--- src/rtl/compute_unit_pkg.sv ---
// Shared opcode constants and instruction field helpers
// for the register-file compute unit.
package compute_unit_pkg;

   localparam logic [3:0] OP_NOP = 4'h0;
   localparam logic [3:0] OP_LD  = 4'h1;
   localparam logic [3:0] OP_ADD = 4'h2;
   localparam logic [3:0] OP_SUB = 4'h3;
   localparam logic [3:0] OP_AND = 4'h4;
   localparam logic [3:0] OP_OR  = 4'h5;
   localparam logic [3:0] OP_NOT = 4'h6;
   localparam logic [3:0] OP_XOR = 4'h7;
   localparam logic [3:0] OP_SHL = 4'h8;
   localparam logic [3:0] OP_SHR = 4'h9;
   localparam logic [3:0] OP_MOV = 4'hA;
   localparam logic [3:0] OP_CMP = 4'hB;

   // Register id fields are at most 16 bits wide.
   function automatic logic [15:0] f_fld(
      input logic [63:0] instr,
      input int          ra,
      input int          idx
   );
      logic [63:0] m;
      m = (64'd1 << ra) - 64'd1;
      f_fld = 16'((instr >> (idx * ra)) & m);
   endfunction

   function automatic logic [3:0] f_op(
      input logic [63:0] instr,
      input int          ra
   );
      f_op = 4'((instr >> (3 * ra)) & 64'hF);
   endfunction

   function automatic logic [15:0] f_tgt(
      input logic [63:0] instr,
      input int          ra
   );
      f_tgt = f_fld(instr, ra, 2);
   endfunction

   function automatic logic [15:0] f_src0(
      input logic [63:0] instr,
      input int          ra
   );
      f_src0 = f_fld(instr, ra, 1);
   endfunction

   function automatic logic [15:0] f_src1(
      input logic [63:0] instr,
      input int          ra
   );
      f_src1 = f_fld(instr, ra, 0);
   endfunction

endpackage

--- src/rtl/compute_unit_pipe_alu.sv ---
// Combinational ALU: result, carry/borrow and
// writeback/illegal qualifiers for one instruction.
module cu_alu
   import compute_unit_pkg::*;
#(
   parameter int DATA_W = 8,
   parameter int IMM_W  = 8
) (
   input  logic [3:0]        op,
   input  logic [DATA_W-1:0] a,
   input  logic [DATA_W-1:0] b,
   input  logic [IMM_W-1:0]  imm,
   output logic [DATA_W-1:0] data,
   output logic              carry,
   output logic              writes,
   output logic              illegal
);

   logic [DATA_W:0]          sum;
   logic [DATA_W:0]          diff;
   logic [DATA_W+IMM_W-1:0]  ext;

   assign sum  = {1'b0, a} + {1'b0, b};
   assign diff = {1'b0, a} - {1'b0, b};
   assign ext  = {{DATA_W{1'b0}}, imm};

   // Opcode decode and datapath select
   always_comb begin
      data    = '0;
      carry   = 1'b0;
      writes  = 1'b0;
      illegal = 1'b0;
      unique case (1'b1)
         (op == OP_NOP): ;
         (op == OP_LD): begin
            data   = ext[DATA_W-1:0];
            writes = 1'b1;
         end
         (op == OP_ADD): begin
            data   = sum[DATA_W-1:0];
            carry  = sum[DATA_W];
            writes = 1'b1;
         end
         (op == OP_SUB): begin
            data   = diff[DATA_W-1:0];
            carry  = diff[DATA_W];
            writes = 1'b1;
         end
         (op == OP_AND): begin
            data   = a & b;
            writes = 1'b1;
         end
         (op == OP_OR): begin
            data   = a | b;
            writes = 1'b1;
         end
         (op == OP_NOT): begin
            data   = ~a;
            writes = 1'b1;
         end
         (op == OP_XOR): begin
            data   = a ^ b;
            writes = 1'b1;
         end
         (op == OP_SHL): begin
            data   = {a[DATA_W-2:0], 1'b0};
            carry  = a[DATA_W-1];
            writes = 1'b1;
         end
         (op == OP_SHR): begin
            data   = {1'b0, a[DATA_W-1:1]};
            carry  = a[0];
            writes = 1'b1;
         end
         (op == OP_MOV): begin
            data   = a;
            writes = 1'b1;
         end
         (op == OP_CMP): begin
            data  = diff[DATA_W-1:0];
            carry = diff[DATA_W];
         end
         default: illegal = 1'b1;
      endcase
   end

endmodule

--- src/rtl/compute_unit_pipe.sv ---
// Two-stage register-file compute unit: decode/operand
// read in S1, execute + writeback + result register in S2.
module compute_unit_pipe
   import compute_unit_pkg::*;
#(
   parameter  int DATA_W   = 8,
   parameter  int NUM_REGS = 16,
   localparam int RA       = $clog2(NUM_REGS),
   localparam int INSTR_W  = 4 + 3 * RA
) (
   input  logic               clk,
   input  logic               rst_n,
   input  logic               ena,
   input  logic               in_valid,
   output logic               in_ready,
   input  logic [INSTR_W-1:0] in_instr,
   output logic               res_valid,
   input  logic               res_ready,
   output logic [DATA_W-1:0]  res_data,
   output logic [RA-1:0]      res_tgt,
   output logic               res_zero,
   output logic               res_carry,
   output logic               res_illegal,
   input  logic [RA-1:0]      dbg_addr,
   output logic [DATA_W-1:0]  dbg_data
);

   logic [DATA_W-1:0] regs [NUM_REGS];

   logic              adv;
   logic [3:0]        d_op;
   logic [RA-1:0]     d_tgt;
   logic [RA-1:0]     d_s0;
   logic [RA-1:0]     d_s1;
   logic [DATA_W-1:0] d_a;
   logic [DATA_W-1:0] d_b;

   logic              s1_valid;
   logic [3:0]        s1_op;
   logic [RA-1:0]     s1_tgt;
   logic [DATA_W-1:0] s1_a;
   logic [DATA_W-1:0] s1_b;
   logic [2*RA-1:0]   s1_imm;

   logic [DATA_W-1:0] x_data;
   logic              x_carry;
   logic              x_wr;
   logic              x_ill;
   logic              fwd;

   assign adv      = ena & ~(res_valid & ~res_ready);
   assign in_ready = adv & rst_n;
   assign dbg_data = regs[dbg_addr];

   assign d_op  = f_op(64'(in_instr), RA);
   assign d_tgt = RA'(f_tgt(64'(in_instr), RA));
   assign d_s0  = RA'(f_src0(64'(in_instr), RA));
   assign d_s1  = RA'(f_src1(64'(in_instr), RA));

   // The S2 result is written at the same edge that
   // latches the new operands, so forward it here.
   assign fwd = s1_valid & x_wr;

   // Operand read with bypass from the executing instruction
   always_comb begin
      d_a = regs[d_s0];
      d_b = regs[d_s1];
      if (fwd && (s1_tgt == d_s0)) d_a = x_data;
      if (fwd && (s1_tgt == d_s1)) d_b = x_data;
   end

   cu_alu #(
      .DATA_W (DATA_W),
      .IMM_W  (2 * RA)
   ) u_alu (
      .op      (s1_op),
      .a       (s1_a),
      .b       (s1_b),
      .imm     (s1_imm),
      .data    (x_data),
      .carry   (x_carry),
      .writes  (x_wr),
      .illegal (x_ill)
   );

   // S1 decode register: captures accepted instruction
   always_ff @(posedge clk) begin
      if (!rst_n) begin
         s1_valid <= 1'b0;
         s1_op    <= '0;
         s1_tgt   <= '0;
         s1_a     <= '0;
         s1_b     <= '0;
         s1_imm   <= '0;
      end else if (adv) begin
         s1_valid <= in_valid;
         if (in_valid) begin
            s1_op  <= d_op;
            s1_tgt <= d_tgt;
            s1_a   <= d_a;
            s1_b   <= d_b;
            s1_imm <= {d_s0, d_s1};
         end
      end
   end

   // S2: writeback to the regfile and load the result beat
   always_ff @(posedge clk) begin
      if (!rst_n) begin
         for (int i = 0; i < NUM_REGS; i++) regs[i] <= '0;
         res_valid   <= 1'b0;
         res_data    <= '0;
         res_tgt     <= '0;
         res_zero    <= 1'b0;
         res_carry   <= 1'b0;
         res_illegal <= 1'b0;
      end else if (adv) begin
         res_valid <= s1_valid;
         if (s1_valid) begin
            res_data    <= x_data;
            res_tgt     <= s1_tgt;
            res_zero    <= (x_data == '0);
            res_carry   <= x_carry;
            res_illegal <= x_ill;
            if (x_wr) regs[s1_tgt] <= x_data;
         end
      end
   end

endmodule
--- config.mk ---
export PLATFORM = sky130hd
export DESIGN_NAME = compute_unit_pipe
export DESIGN_NICKNAME = d
export VERILOG_FILES = /design/src/rtl/compute_unit_pkg.sv /design/src/rtl/compute_unit_pipe_alu.sv /design/src/rtl/compute_unit_pipe.sv
export SDC_FILE = /design/constraint.sdc
export NUM_CORES = 1
export LEC_CHECK = 0
export BUFFER_PORTS_ARGS = -buffer_cell sky130_fd_sc_hd__buf_2
export CAP_MARGIN = 0
export CORE_UTILIZATION = 60
export CTS_CLUSTER_DIAMETER = 120
export DETAILED_ROUTE_END_ITERATION = 8
export HOLD_SLACK_MARGIN = 0.15
export PLACE_DENSITY = 0.85
export SYNTH_ARGS = -nofsm -noshare
export SYNTH_HDL_FRONTEND = slang
export SYNTH_SLANG_ARGS = --single-unit
--- constraint.sdc ---
create_clock -name clk -period 2.92 [get_ports clk]
set_input_delay 0.438 -clock clk [delete_from_list [all_inputs] [get_ports clk]]
set_output_delay 0.438 -clock clk [all_outputs]
set_load 0.1 [all_outputs]
==> impl_metrics.env <==
export IMPL_status="finished, violations left"
export IMPL_violations="design-rule violations"
export IMPL_grt_overflow_total=0
export IMPL_ys_ff_latch=177
export IMPL_netlist_area_leader_share=0.342
export IMPL_max_vdd_ir_drop_v=0.000419
export IMPL_finalHoldViolCount=0
export IMPL_fmax_mhz=354
export IMPL_cts_hold_buf=0
export IMPL_crit_path_end_kind="output pin"
export IMPL_power_density_nw_per_um2=514
export IMPL_dieArea_um2=19300
export IMPL_worstSetupStartpointType="flop"
export IMPL_design_core_area_um2=18100
export IMPL_netSwitchingPower_w=0.00194
export IMPL_drive_gt1_frac=0.276
export IMPL_synth_xor_xnor_area_share=0.0101
export IMPL_postSynthAreaPerCell_um2=11.9
export IMPL_yosysMostFrequentCell="nor2_1"
export IMPL_async_flop_share=0
export IMPL_synth_area_leader_cell="edfxtp_1"
export IMPL_synth_flop_cell="edfxtp_1"
export IMPL_grtUsageMet1=0.496
export IMPL_synth_compound_area_frac=0.0930
export IMPL_vias=9117
export IMPL_pwr_share_seq=0.449
export IMPL_rows=49
export IMPL_post_cts_setup_buffer_count=0
export IMPL_final_nets=1033
export IMPL_grt_max_degree=39
export IMPL_synthTopCellsByArea="edfxtp_1 (34%), mux4_2 (21%), dfxtp_1 (8.7%), nor2_1 (5.6%), mux4_1 (3.3%)"
export IMPL_finalSetupTns_ns=0
export IMPL_wl_per_cell_um=28.7
export IMPL_total_power_w=0.00643
export IMPL_clkPwrFrac=0.349
export IMPL_synth_edf_count=128
export IMPL_finalWirelength_um=35200
export IMPL_synthCells=944
export IMPL_port_buffers=49
export IMPL_cp_max_fo=3
export IMPL_clk_latency_ns=0.43
export IMPL_place_ws_ns=0.190
export IMPL_path_clk_slew_ns=0.07
export IMPL_internal_power_w=0.00449
export IMPL_cts_sinks=177
export IMPL_synthAdderAreaFrac=0.0303
export IMPL_worstSetupStartpoint="regs[1][6]"
export IMPL_ys_seq_area_frac=0.429
export IMPL_cts_htree_levels=4
export IMPL_tightest_slew_ns=1.28
export IMPL_numCtsBuffers=17
export IMPL_skew_ns=0.00731
export IMPL_top_level_ports=50
export IMPL_rsz0062_at_grt="false"
export IMPL_clockBufferDepth=2
export IMPL_viasPerCell=7.44
export IMPL_busiest_layer="met2"
export IMPL_worstSetupPathType="flop to output pin"
export IMPL_drc=4
export IMPL_worst_endpoint_arrival_ns=2.39
export IMPL_first_pass_iters=8
export IMPL_root_buffer="clkbuf_16"
export IMPL_min_delay_start="in_instr[13]"
export IMPL_grt_use_met3=0.109
export IMPL_start_util=0.619
export IMPL_timing_final_crit_share=0.968
export IMPL_period_minus_slack_ns=2.83
export IMPL_grt_use_met2=0.584
export IMPL_synth_top_family_by_area="multiplexers"
export IMPL_drv_cap=0
export IMPL_cts_tree="done"
export IMPL_grt_pass1_wl_um=53100
export IMPL_synthDistinctLibCells=72
export IMPL_yosys_warnings=0
export IMPL_drt_iter0_drc=1543
export IMPL_ant_nets=0
export IMPL_switching_share=0.302
export IMPL_synthMuxAreaShare=0.253
export IMPL_chipHeight_um=139
export IMPL_grt_usage=0.377
export IMPL_synth_simple_gate_area_frac=0.134
export IMPL_antenna_found_initial=2
export IMPL_synthesis_area_um2=11200
export IMPL_hp_class="primary input to flop"
export IMPL_relSlewSlack=0.147
export IMPL_final_core_util=0.689
export IMPL_drv_slew=0
export IMPL_synth_cells_most_frequent="nor2_1 (167), edfxtp_1 (128), mux4_2 (106), nand2_1 (82), a21oi_1 (55)"
export IMPL_rr_startpoint="s1_a[4]"
export IMPL_setup_ws_ns=0.0929
export IMPL_cp_required_ns=2.48
export IMPL_finalSetupViolations=0
export IMPL_grt_pass1_vias=8711
export IMPL_routabilityCongestion=1.03
export IMPL_synth_fp_nets=995
export IMPL_leakage_nw=4.57
export IMPL_syn_to_final_growth_pct=11.3
export IMPL_power_share_combinational=0.202
export IMPL_post_dp_hpwl_um=24000
export IMPL_die_w_um=139
cells by family after synthesis:
group / count (synthesis)
and+or+nand+nor: 332
xor gates and xnor gates: 13
adders and majority gates: 26
AOI/OAI and AO/OA: 157
DFF: 177
buffers and inverters: 110
muxes: 129
what timing repair did:
action,4_1_cts,5_1_grt
gates resized for setup,0,2
setup endpoints to repair,0,6
endpoints found under the hold margin,0,0
critical path, stage by stage (launching register included):
cell and delay (ns):
edfxtp_1 0.49, mux4_2 0.51, mux4_2 0.60, buf_2 0.34
through the flow:
stage               area [µm²]  std cells  hold WS, ns
global placement         11900       1192        0.438
detailed placement       11900       1192        0.443
finish                   12500       1225        0.246
global route             12500       1224        0.246
floorplan                11200        944        0.432
CTS                      12500       1224        0.233
final cells by class:
cell class,instances,area (µm²)
clock buffer,19,443
inverter,20,75.1
antenna,1,2.50
tap,229,287
timing repair buffer,109,873
sequential,177,4830
clock inverter,13,126
multi-input combinational,657,5870
fill,1214,5640
registers in the layout, summed over array words and instances, names as in the netlist:
| signal | flops |
|---|---|
| res_illegal | 1 |
| s1_op | 4 |
| res_tgt | 4 |
| res_valid | 1 |
| res_carry | 1 |
| s1_valid | 1 |
| s1_tgt | 4 |
| s1_imm | 8 |
| res_zero | 1 |
| regs | 128 |
| s1_a | 8 |
| res_data | 8 |
| s1_b | 8 |
routing by layer:
layer  vias up  share of wire
li1       3673              -
met1      4377           0.34
met2       876           0.46
met3       189           0.15
met4         2          0.049
met5         -        0.00037
power by group through the flow:
stage               clock network (W)  registers, W  logic (W)
floorplan                           0       0.00293   0.000855
global placement                    0       0.00292    0.00122
detailed placement                  0       0.00293    0.00124
CTS                           0.00223       0.00288    0.00126
global route                  0.00234       0.00289    0.00134
finish                        0.00224       0.00289    0.00130
placed cells by master (no fill, tap or decap), drive strengths merged, types with 8 or more instances in the layout:
cell / count
mux4: 120
o211a: 8
nor2: 167
nor2b: 14
ha: 24
nand2: 88
a211oi: 15
edfxtp: 128
inv: 24
nand3: 11
a21oi: 55
buf: 109
o21ai: 29
dfxtp: 49
xor2: 10
clkbuf: 19
final timing paths:
check | endpoint | slack (ns) | cells past startpoint
worst max register to register | regs[12][5] | 0.16 | 9
worst min-delay path | s1_op[1] | 0.25 | 3
worst max-delay path | dbg_data[6] | 0.09 | 3
worst min register to register | res_tgt[2] | 0.45 | 2
(Power assumes the default switching activity.)
